**src/rtl/bcd_timer_ctrl.sv**
```systemverilog
// Sequencing controller for a two-digit BCD up/down counter: turns load/start/stop
// commands and a periodic tick into CE/PE/UP/D/MAX and reports terminal-count completion.
module bcd_timer_ctrl #(
  parameter logic [7:0] LIMIT_DEF = 8'h99
) (
  input  logic       CP,
  input  logic       CR,
  input  logic       tick,
  input  logic       load,
  input  logic       start,
  input  logic       stop,
  input  logic       dir_up,
  input  logic [7:0] preset,
  input  logic [7:0] limit,
  input  logic [7:0] Q,
  output logic       CE,
  output logic       PE,
  output logic       UP,
  output logic [7:0] D,
  output logic [7:0] MAX,
  output logic       busy,
  output logic       done,
  output logic       alarm,
  output logic       err,
  output logic [2:0] state
);

  typedef enum logic [2:0] {
    S_IDLE  = 3'd0,
    S_LOAD  = 3'd1,
    S_RUN   = 3'd2,
    S_PAUSE = 3'd3,
    S_DONE  = 3'd4
  } state_t;

  state_t     r_state;
  state_t     w_next;
  logic       r_up;
  logic [7:0] r_d;
  logic [7:0] r_max;
  logic       r_alarm;
  logic       r_err;

  logic       w_at_term;
  logic       w_preset_ok;
  logic       w_cmd_stop;
  logic       w_cmd_load;
  logic       w_cmd_start;
  logic       w_latch;
  logic       w_err;

  assign w_at_term   = (r_up && (Q == r_max)) || (!r_up && (Q == 8'h00));
  assign w_preset_ok = (preset[7:4] <= 4'd9) && (preset[3:0] <= 4'd9);

  // Only the highest-priority pulse in a cycle is acted on: stop > load > start.
  assign w_cmd_stop  = stop;
  assign w_cmd_load  = !stop && load;
  assign w_cmd_start = !stop && !load && start;

  always_comb begin
    w_next  = r_state;
    w_latch = 1'b0;
    w_err   = 1'b0;
    case (r_state)
      S_IDLE: begin
        if (w_cmd_load) begin
          if (w_preset_ok) begin
            w_latch = 1'b1;
            w_next  = S_LOAD;
          end else begin
            w_err = 1'b1;
          end
        end else if (w_cmd_start) begin
          if (w_at_term) w_err = 1'b1;
          else           w_next = S_RUN;
        end
      end
      S_LOAD: w_next = S_IDLE;
      S_RUN: begin
        if (w_cmd_stop)     w_next = S_PAUSE;
        else if (w_at_term) w_next = S_DONE;
      end
      S_PAUSE: begin
        if (w_cmd_stop) begin
          w_next = S_IDLE;
        end else if (w_cmd_load) begin
          if (w_preset_ok) begin
            w_latch = 1'b1;
            w_next  = S_LOAD;
          end else begin
            w_err = 1'b1;
          end
        end else if (w_cmd_start) begin
          w_next = S_RUN;
        end
      end
      S_DONE: begin
        if (w_cmd_stop) begin
          w_next = S_IDLE;
        end else if (w_cmd_load) begin
          if (w_preset_ok) begin
            w_latch = 1'b1;
            w_next  = S_LOAD;
          end else begin
            w_err = 1'b1;
          end
        end else if (w_cmd_start) begin
          w_err = 1'b1;
        end
      end
      default: w_next = S_IDLE;
    endcase
  end

  always_ff @(posedge CP) begin
    if (CR) begin
      r_state <= S_IDLE;
      r_up    <= 1'b1;
      r_d     <= 8'h00;
      r_max   <= LIMIT_DEF;
      r_alarm <= 1'b0;
      r_err   <= 1'b0;
    end else begin
      r_state <= w_next;
      r_alarm <= (w_next == S_DONE) && (r_state != S_DONE);
      r_err   <= w_err;
      if (w_latch) begin
        r_d   <= preset;
        r_up  <= dir_up;
        r_max <= limit;
      end
    end
  end

  // Gating on the terminal value keeps the counter from ever stepping past it.
  assign CE    = (r_state == S_RUN) && tick && !w_at_term;
  assign PE    = (r_state == S_LOAD);
  assign UP    = r_up;
  assign D     = r_d;
  assign MAX   = r_max;
  assign busy  = (r_state == S_RUN);
  assign done  = (r_state == S_DONE);
  assign alarm = r_alarm;
  assign err   = r_err;
  assign state = r_state;

endmodule
```
**config.mk**
```make
export PLATFORM = sky130hd
export DESIGN_NAME = bcd_timer_ctrl
export DESIGN_NICKNAME = d
export VERILOG_FILES = /design/src/rtl/bcd_timer_ctrl.sv
export SDC_FILE = /design/constraint.sdc
export NUM_CORES = 1
export LEC_CHECK = 0
export CAP_MARGIN = 40
export CORE_MARGIN = 2
export CORE_UTILIZATION = 39
export DETAILED_ROUTE_END_ITERATION = 7
export PLACE_DENSITY = 0.79
export SLEW_MARGIN = 20
export SYNTH_ARGS = -nofsm -noshare
export SYNTH_HDL_FRONTEND = slang
export SYNTH_SLANG_ARGS = --single-unit
```
**constraint.sdc**
```tcl
create_clock -name CP -period 2.4 [get_ports CP]
set_clock_uncertainty 0.15 [all_clocks]
set_input_delay 0.48 -clock CP [delete_from_list [all_inputs] [get_ports CP]]
set_output_delay 0.48 -clock CP [all_outputs]
set_load 0.01 [all_outputs]
```
==> results.md <==
* Multiplexer share of the synthesized area at 0.108
* Number of synthesized flops with an enable pin at 0
* Synth warn at 0
* Worst Max-Slew Pin Slew at just over 0.4 ns
* Worst-path clk slew at 0.13 ns
* Row count at 19
* Critical Path RT at 1.77 ns
* Synth top area share at 0.394
* CTS tree: yes
* Hold crit path type: flop to flop
* Compound-gate portion of the synthesized area at 0.143
* Placed cells at 221
* DRC at 0
* DR pass1 iterations at 4
* RePlAce Congestion at 0.907
* Leading area contributor after synthesis: dfxtp_1
* CP startpoint kind: primary input
* Die area at 0.00331 sq mm
* Slew Limit Fails at 0
* Final setup viols at 1
* Hold Slack at ~0.37 ns
* Core area at ~0.0027 sq mm
* Synth area leaders: dfxtp_1 39%, mux2i_1 11%, nor2_1 7.7%
* Ys async rst share at 0
* Avg Cell Area, Syn at about 9.1 sq um
* PD cells at between 400 and 500 mW/mm^2
* Final hold viol count at 0
* Port bufs at 56
* CTS max path bufs at 2
* Most common flop cell mapped by yosys: dfxtp_1
* Static leakage at 0.821 nW
* Number of global-route vias before repair at 1214
* Yosys cell types at 39
* Worst Hold Path Cells at 2
* CTS root buf: clkbuf_4
* Clock sinks at 22
* Met2 Routed Length at 1560 um
* Initial antenna violation count at 0
* P&R area growth vs syn at 67.5%
* Total track usage at 0.201
* Total grt overflow at 0
* Yosys reg bits at 22
* Drt initial violations at 41
* Final worst setup slack at -0.0368 ns
* Flop-to-flop setup slack at 0.67 ns
* Cell Area, Synth at 0.00112 sq mm
* Die extent in y at 57.5 um
* Largest net degree at the start of global routing at 23
* Met3 WL at 241 um
* Post-route cell area at 0.00187 sq mm
* Total wire length at 3180 um
* Hold path startpoint: D[4]$_SDFFE_PP0P_
* Register area share after synthesis at 0.394
* Post-layout nets at 228
* Routed Antenna Nets at 0
* Layout Cells excl Fill at 227
* Max frequency at 410 MHz
* XOR/XNOR Fraction of Synth Area at 0.0627
* Top Metal Used: met4
* Worst r2r src: state[2]$_SDFF_PP0_
* Worst hold endpoint: D[4]$_SDFFE_PP0P_
* Outcome: finished with violations
* R2R depth at 6
* Setup CP Type: primary input to output pin
* Minimum clock period at 2.44 ns
* Crit Path Max Fanout at 2
* Largest family of logic cells by synthesized area: simple AND/OR/NAND/NOR gates
* Top Ports at 57
* Placement Cell Area at between 0.0015 and 0.002 sq mm
* Inserted Clock Buffers at 3
* M1 wire length at between 1000 and 1500 um
* Pre-CTS setup slack at -0.692 ns
* Synth cell count leaders: 23 x nor2_1, 22 x dfxtp_1, 12 x mux2i_1, 7 x xor2_1
* Clock latency on the worst-skew pair at 0.30 ns
* Max_cap viols at 0
* Post-synthesis adder-cell area fraction at 0
* WL/cell at 14.0 um
* Worst relative slew slack at 0.722
* Initial cell density of the core at 0.409
* Arrival @ worst endpoint at ~1.8 ns
* First-pass GRT wire length at 5220 um
* Cell with the most instances after synthesis: nor2_1
* DP Wirelength at between 2000 and 2500 um
* # diodes at 0
* Failing checks: setup timing
* VDD IR-drop max at 0.000331 V
* RSZ-0062 raised after global routing: yes
* Die X at around 58 um
* Post-synthesis simple-gate area fraction at 0.244
* Layout cells sized above 1 at 0.179
* Via density at ~5.3
* Final period utilization at 1.02
* Worst setup EP type: output pin
* Syn nets at ~150
* Vias at between 1k and 1.5k
* FF-to-FF End: MAX[0]$_SDFFE_PP1P_
* Htree depth at 1
* Post-Syn Instances at 123
==> sequential cells by signal, summed over array words and instances (netlist names) <==
signal and flops:
UP 1, alarm 1, err 1, MAX 8, D 8, state 3
==> logic make-up after synthesis <==
kind of cell / count (synthesis)
buffers and inverters: 12
AOI/OAI and AO/OA: 21
DFF: 22
xor gates and xnor gates: 8
and+or+nand+nor: 48
muxes: 12
==> critical path, stage by stage <==
cell and delay, ns:
clkdlybuf4s15_2 0.20, or4_4 0.43, nor4_4 0.30, a31oi_1 0.09
and3_1 0.17, buf_2 0.13
==> worst max path at each step <==
stage,endpoint,cells past startpoint,slack (ns),from
floorplan,CE,4,0.17,Q[2]
global placement,CE,6,-0.66,Q[2]
detailed placement,CE,6,-0.69,Q[2]
CTS,CE,6,-0.03,Q[3]
global route,CE,6,-0.1,Q[5]
finish,CE,6,-0.04,Q[5]
==> final cells by class <==
| cell class | instances | area (sq um) |
|---|---|---|
| clock buffers | 4 | 36.3 |
| repair buffers | 74 | 693 |
| inverters | 7 | 26.3 |
| fillers | 209 | 862 |
| flip-flops and latches | 22 | 440 |
| multi-input cells | 89 | 637 |
| well taps | 31 | 38.8 |
==> metrics by stage <==
step                total power, mW  TNS (ns)  utilization
floorplan                     0.497         0            -
global placement              0.631    -0.659        0.666
detailed placement            0.638    -0.692        0.666
CTS                           0.844   -0.0289        0.684
global route                  0.885   -0.0969        0.685
finish                        0.840   -0.0368        0.685
==> report_power, final <==
| group | internal, mW | switching (mW) | total (mW) |
|---|---|---|---|
| clock | 0.0925 | 0.116 | 0.209 |
| sequential | 0.381 | 0.0117 | 0.393 |
| combinational | 0.136 | 0.102 | 0.238 |
==> per-layer routing <==
metal / up-vias / global-route usage
met5: - / 0
met4: 0 / 0.0864
met3: 8 / 0.0544
met2: 51 / 0.351
met1: 556 / 0.228
li1: 579 / -
==> repair_timing <==
| action | 4_1_cts | 5_1_grt |
|---|---|---|
| pin swaps | 5 | 0 |
| hold buffers | 0 | 0 |
| gates resized for setup | 24 | 1 |
| setup buffers | 2 | 0 |
| endpoints found under the setup margin | 1 | 2 |
| gates cloned | 0 | 0 |
==> cells in the final DEF, fill, tap and decap left out, drive strengths merged, types with 3 or more instances in the layout <==
cell type and n:
mux2i 12, nor3 3, xor2 7, nor2 23
a211o 5, inv 6, clkbuf 4, nor4 3
buf 22, a21oi 6, clkdlybuf4s50 49, dfxtp 22
Note: power is estimated with default switching activity, not from simulation.
